==> config.mk <==
export PLATFORM = sky130hd
export DESIGN_NAME = freq_meter_gate
export DESIGN_NICKNAME = d
export VERILOG_FILES = /design/src/rtl/freq_meter_gate.sv
export SDC_FILE = /design/constraint.sdc
export NUM_CORES = 1
export LEC_CHECK = 0
export CORE_ASPECT_RATIO = 1.2
export CORE_MARGIN = 5
export CORE_UTILIZATION = 49
export DETAILED_ROUTE_END_ITERATION = 16
export PLACE_DENSITY = 0.7
export SYNTH_ARGS = -nofsm -noshare
export SYNTH_HDL_FRONTEND = slang
export SYNTH_SLANG_ARGS = --single-unit
==> constraint.sdc <==
create_clock -name clk -period 2.9 [get_ports clk]
set_clock_uncertainty 0.05 [all_clocks]
set_input_delay 0.435 -clock clk [delete_from_list [all_inputs] [get_ports clk]]
set_output_delay 0.435 -clock clk [all_outputs]
set_load 0.02 [all_outputs]
==> src/rtl/freq_meter_gate.sv <==
// Gated frequency meter: counts rising edges of sig_in over GATE_CYCLES clocks and publishes the count.
// Optional macro FREQ_METER_SYNC_EN adds a 2-flop input synchronizer ahead of the edge detector.
module freq_meter_gate #(
    parameter int GATE_CYCLES = 50_000_000,
    parameter int CNT_W       = 27
) (
    input  logic             clk,
    input  logic             reset,
    input  logic             en,
    input  logic             sig_in,
    output logic [CNT_W-1:0] freq_count,
    output logic             valid,
    output logic             overflow,
    output logic             busy
);

    localparam int GW = $clog2(GATE_CYCLES);
    localparam logic [GW-1:0]    GATE_LAST = GW'(GATE_CYCLES - 1);
    localparam logic [CNT_W-1:0] CNT_MAX   = {CNT_W{1'b1}};

    typedef enum logic [0:0] {
        IDLE = 1'b0,
        GATE = 1'b1
    } state_t;

    state_t           state_r, state_nxt_s;
    logic [GW-1:0]    gate_cnt_r, gate_nxt_s;
    logic [CNT_W-1:0] edge_cnt_r, edge_nxt_s;
    logic             sat_r, sat_nxt_s;
    logic [CNT_W-1:0] freq_count_r, fc_nxt_s;
    logic             overflow_r, ovf_nxt_s;
    logic             valid_r, valid_nxt_s;
    logic             prev_r;
    logic             det_in_s;
    logic             edge_s;
    logic [CNT_W-1:0] inc_cnt_s;
    logic             inc_hit_s;

    // Saturating increment; MSB flags that the result sits at the counter ceiling.
    function automatic logic [CNT_W:0] sat_inc(input logic [CNT_W-1:0] cnt, input logic inc);
        logic [CNT_W-1:0] nxt;
        if (inc && (cnt != CNT_MAX)) begin
            nxt = cnt + CNT_W'(1'b1);
        end else begin
            nxt = cnt;
        end
        return {(nxt == CNT_MAX), nxt};
    endfunction

`ifdef FREQ_METER_SYNC_EN
    logic s1_r, s2_r;

    // Two-flop synchronizer for an asynchronous sig_in.
    always_ff @(posedge clk) begin
        if (!reset) begin
            s1_r <= 1'b0;
            s2_r <= 1'b0;
        end else begin
            s1_r <= sig_in;
            s2_r <= s1_r;
        end
    end

    assign det_in_s = s2_r;
`else
    assign det_in_s = sig_in;
`endif

    assign edge_s = det_in_s & ~prev_r;
    assign {inc_hit_s, inc_cnt_s} = sat_inc(edge_cnt_r, edge_s);

    // Next-state and window bookkeeping; en is checked before window completion.
    always_comb begin
        state_nxt_s = state_r;
        gate_nxt_s  = gate_cnt_r;
        edge_nxt_s  = edge_cnt_r;
        sat_nxt_s   = sat_r;
        fc_nxt_s    = freq_count_r;
        ovf_nxt_s   = overflow_r;
        valid_nxt_s = 1'b0;
        case (state_r)
            IDLE: begin
                gate_nxt_s = '0;
                edge_nxt_s = '0;
                sat_nxt_s  = 1'b0;
                if (en) begin
                    state_nxt_s = GATE;
                end else begin
                    state_nxt_s = IDLE;
                end
            end
            GATE: begin
                if (!en) begin
                    state_nxt_s = IDLE;
                    gate_nxt_s  = '0;
                    edge_nxt_s  = '0;
                    sat_nxt_s   = 1'b0;
                end else if (gate_cnt_r == GATE_LAST) begin
                    fc_nxt_s    = inc_cnt_s;
                    ovf_nxt_s   = sat_r | inc_hit_s;
                    valid_nxt_s = 1'b1;
                    gate_nxt_s  = '0;
                    edge_nxt_s  = '0;
                    sat_nxt_s   = 1'b0;
                end else begin
                    gate_nxt_s = gate_cnt_r + GW'(1'b1);
                    edge_nxt_s = inc_cnt_s;
                    sat_nxt_s  = sat_r | inc_hit_s;
                end
            end
            default: begin
                state_nxt_s = IDLE;
                gate_nxt_s  = '0;
                edge_nxt_s  = '0;
                sat_nxt_s   = 1'b0;
            end
        endcase
    end

    // State, counters, edge-detector history and published results.
    always_ff @(posedge clk) begin
        if (!reset) begin
            state_r      <= IDLE;
            gate_cnt_r   <= '0;
            edge_cnt_r   <= '0;
            sat_r        <= 1'b0;
            freq_count_r <= '0;
            overflow_r   <= 1'b0;
            valid_r      <= 1'b0;
            prev_r       <= 1'b0;
        end else begin
            state_r      <= state_nxt_s;
            gate_cnt_r   <= gate_nxt_s;
            edge_cnt_r   <= edge_nxt_s;
            sat_r        <= sat_nxt_s;
            freq_count_r <= fc_nxt_s;
            overflow_r   <= ovf_nxt_s;
            valid_r      <= valid_nxt_s;
            prev_r       <= det_in_s;
        end
    end

    assign freq_count = freq_count_r;
    assign overflow   = overflow_r;
    assign valid      = valid_r;
    assign busy       = (state_r == GATE);

endmodule

==> results.txt <==
----------------------------------------------------
[STA]
  Worst rel slew slack ... 0.536
  Final count of negative-setup-slack endpoints ... 0
  Actual transition at the worst max-transition pin ... 696 ps
  Tightest hold margin ... 431 ps
  Period utilisation layout ... 0.907
  Post-layout min period ... 2630 ps
  Endpoints failing hold ... 0
  Unrepaired setup endpoints after global routing ... no
  Max frequency ... 0.380 GHz
  Count of final max-slew check failures ... 0
  Final-layout setup total negative slack ... 0 ps

[Clocking]
  Largest buffer count on any clock path ... 2
  Clock Latency Late Sink ... 350 ps
  Post-CTS setup-driven buffer insertion count ... 0
  Post-CTS resize count ... 0
  Total CTS buffers ... 9
  Clock-pin slew on the worst setup and hold paths ... 90 ps
  TritonCTS clock tree ... built
  H-tree depth reported by CTS ... 3
  Cts-stage hold buffer count ... 0
  Clk sink count ... 85
  Clock root buffer ... sky130_fd_sc_hd__clkbuf_8

[Routing]
  Number of vias after detailed routing ... 3303
  Total detailed-routing wirelength ... 9280 um
  Post-route antenna net violation count ... 0
  Initial detailed-routing violation count ... 183
  DRC violations left ... 0
  Number of detailed-route iterations in the first pass ... 4
  Ratio of routed vias to standard cells ... 5.61
  Routed length per placed instance ... 15.8 um

[Synth]
  Number of flops mapped to enable cells by yosys ... 0
  Synthesized netlist cell count ... 444
  Net count after synthesis ... 450
  Fraction of synthesis flops using an asynchronous set or reset pin ... 0
  Number of synthesized register bits ... 85
  Synth cell count leaders ... sky130_fd_sc_hd__dfxtp_1, sky130_fd_sc_hd__nor2_1, sky130_fd_sc_hd__a21oi_1, sky130_fd_sc_hd__nand2_1, sky130_fd_sc_hd__xnor2_1
  Main flop type after synthesis ... sky130_fd_sc_hd__dfxtp_1
  Warnings, synthesis ... 0
  Netlist area before placement ... 0.00382 sq mm
  Area share of the largest cell type after synthesis ... 0.445
  Count of unique library cells instantiated by Yosys ... 49
  Cell type contributing the most total cell area after synthesis ... sky130_fd_sc_hd__dfxtp_1
  Syn avg cell area ... 8.61 sq um
  Dominant cells by area after synthesis ... sky130_fd_sc_hd__dfxtp_1, sky130_fd_sc_hd__nor2_1, sky130_fd_sc_hd__a21oi_1, sky130_fd_sc_hd__xnor2_1, sky130_fd_sc_hd__nand2_1
  Sequential share of the synthesized area ... 0.445
  Dominant cell by count in the synthesized netlist ... sky130_fd_sc_hd__dfxtp_1

[Placement]
  Quantity of I/O buffers inserted on ports ... 33
  Placed Cells ... 573
  DP HPWL ... 6730 um
  Gp weighted congestion ... 0.892

[Setup path]
  Worst-path cell chain ... nand4_4 > or4_4 > nor2_1 > mux2_2 > nor4_1 > and3_1 > a41oi_2 > a21oi_2
  Number of buffer and inverter instances along the worst setup path ... 0
  Arrival time worst endpoint ... 2870 ps
  Required time of the critical path ... 3140 ps
  Slowest cell on the critical path ... sky130_fd_sc_hd__or4_4
  Worst Path Class, Setup ... reg -> reg
  Crit path launch type ... register
  Critical path peak fanout ... 8
  Slowest cell delay on critical path ... 590 ps
  Largest delay contributor family on the critical path ... simple AND/OR/NAND/NOR gates
  Critical Path Sink Type ... register

[Power]
  Worst vdd rail ir drop ... 0.294 mV
  Clock network fraction of design power ... 0.414
  Combinational cell fraction of total power ... 0.018
  Internal power consumption ... 1.60 mW
  Power Density ... 449 mW/mm^2
  Switching power ... 0.455 mW
  Sw frac ... 0.221
  Pleak ... 1.57 nW
  Register share of total power ... 0.568

[Flow run]
  Maxcap violations ... 0

[Floorplanning]
  Die area ... 0.00968 sq mm
  Overall die width ... 90.7 um
  Placeable core area ... 0.00766 sq mm
  Initial core utilization ... 0.499
  Placement row count ... 35
  Die boundary height ... 107 um
  I/O pins ... 34

[Cells and area]
  Share of cells above drive strength 1 ... 0.121
  Layout overhead on the synthesized area ... 20.0%
  Ant diodes ... 0
  Non-filler cells, final ... 589
  Post-layout net count ... 498
  Fillers ... 689

[Global routing]
  Global routing usage summed across all routing layers ... 0.198
  Wire length of the first global-routing pass ... 15500 um
  Largest net degree at the start of global routing ... 55
  Vias in the first global route ... 3228
  Number of antenna violations at the first check in global routing ... 0
  Total congestion overflow ... 0

[Hold path]
  Worst hold path type ... reg -> reg

[Run status]
  Outcome ... completed

----------------------------------------------------
[through the flow]
| step | area, sq um | utilization | setup WS, ps | total power, mW |
|---|---|---|---|---|
| 4_1_cts | 4590 | 0.599 | 209 | 2.08 |
| 3_5_place_dp | 4390 | 0.573 | -71.7 | 1.23 |
| 2_1_floorplan | 3820 | - | 473 | 1.22 |
| 3_3_place_gp | 4390 | 0.573 | -65.5 | 1.23 |
| 5_1_grt | 4590 | 0.599 | 58.9 | 2.14 |
| 6_report | 4590 | 0.599 | 269 | 2.06 |
[sequential cells by signal (all words and copies together) (netlist names)]
name / count
busy: 1
edge_cnt_r: 27
freq_count: 27
gate_cnt_r: 26
overflow: 1
prev_r: 1
sat_r: 1
valid: 1
[final timing paths]
check / from / end / slack [ps] / depth (start not counted)
setup / recovery: edge_cnt_r[5] / overflow / 270 / 8
hold reg to reg: gate_cnt_r[15] / gate_cnt_r[15] / 430 / 2
hold / removal: gate_cnt_r[15] / gate_cnt_r[15] / 430 / 2
setup reg to reg: edge_cnt_r[5] / overflow / 270 / 8
[layout make-up]
cell class	count	area, sq um	area share
Clock buffer	11	141	0.0308
Clock inverter	5	57.6	0.0125
Inverter	8	30.0	0.00654
Multi-Input combinational cell	327	1990	0.434
Sequential cell	85	1700	0.371
Tap cell	92	115	0.0251
Timing Repair Buffer	61	553	0.120
[power groups by stage]
stage	Clock, mW	Sequential [mW]	Combinational (mW)
after CTS	0.869	1.17	0.0379
after floorplan	0	1.20	0.0219
final	0.853	1.17	0.0381
after global placement	0	1.20	0.0372
after global routing	0.925	1.17	0.0410
after detailed placement	0	1.20	0.0377
[logic make-up (layout without fill, tap and decap cells)]
logic type	Yosys count	after routing	share of synthesized area
compound gates	82	82	0.134
xor+xnor	40	40	0.0916
fa+ha+maj	2	2	0.00654
buf+inv	32	85	0.0370
flops	85	85	0.445
mux	5	5	0.0134
simple gates	198	198	0.272
[cells in the final DEF, fill, tap and decap left out, types with 2 or more instances in the layout]
master,count
sky130_fd_sc_hd__a211oi_1,4
sky130_fd_sc_hd__a211oi_2,2
sky130_fd_sc_hd__a21oi_1,44
sky130_fd_sc_hd__a31oi_1,3
sky130_fd_sc_hd__and2_1,6
sky130_fd_sc_hd__and3_1,10
sky130_fd_sc_hd__and4_1,2
sky130_fd_sc_hd__buf_4,27
sky130_fd_sc_hd__clkbuf_8,10
sky130_fd_sc_hd__clkdlybuf4s50_1,33
sky130_fd_sc_hd__clkinv_2,2
sky130_fd_sc_hd__dfxtp_1,85
sky130_fd_sc_hd__ha_1,2
sky130_fd_sc_hd__inv_1,8
sky130_fd_sc_hd__mux2i_1,4
sky130_fd_sc_hd__nand2_1,37
sky130_fd_sc_hd__nand2b_1,2
sky130_fd_sc_hd__nand3_1,23
sky130_fd_sc_hd__nand3b_1,4
sky130_fd_sc_hd__nand4_1,12
sky130_fd_sc_hd__nand4b_1,2
sky130_fd_sc_hd__nor2_1,64
sky130_fd_sc_hd__nor3_1,8
sky130_fd_sc_hd__nor4_1,5
sky130_fd_sc_hd__nor4_2,4
sky130_fd_sc_hd__o211a_1,8
sky130_fd_sc_hd__o21ai_0,13
sky130_fd_sc_hd__o41ai_1,2
sky130_fd_sc_hd__or3_1,6
sky130_fd_sc_hd__or4_1,2
sky130_fd_sc_hd__xnor2_1,25
sky130_fd_sc_hd__xor2_1,15
[metal layers]
metal,global-route usage,vias to the layer above,share of wire
met4,0.0809,0,0.028
met2,0.344,75,0.49
met5,0,-,0
met3,0.0449,22,0.044
li1,-,1650,-
met1,0.236,1556,0.44
[worst reg2reg max path, cell delays in order (launching register included)]
cell and delay [ps]:
sky130_fd_sc_hd__dfxtp_1 500, sky130_fd_sc_hd__nand4_4 180, sky130_fd_sc_hd__or4_4 590, sky130_fd_sc_hd__nor2_1 120, sky130_fd_sc_hd__mux2_2 350, sky130_fd_sc_hd__nor4_1 250, sky130_fd_sc_hd__and3_1 210, sky130_fd_sc_hd__a41oi_2 150
sky130_fd_sc_hd__a21oi_2 160
Note: power is estimated with default switching activity, not from simulation.
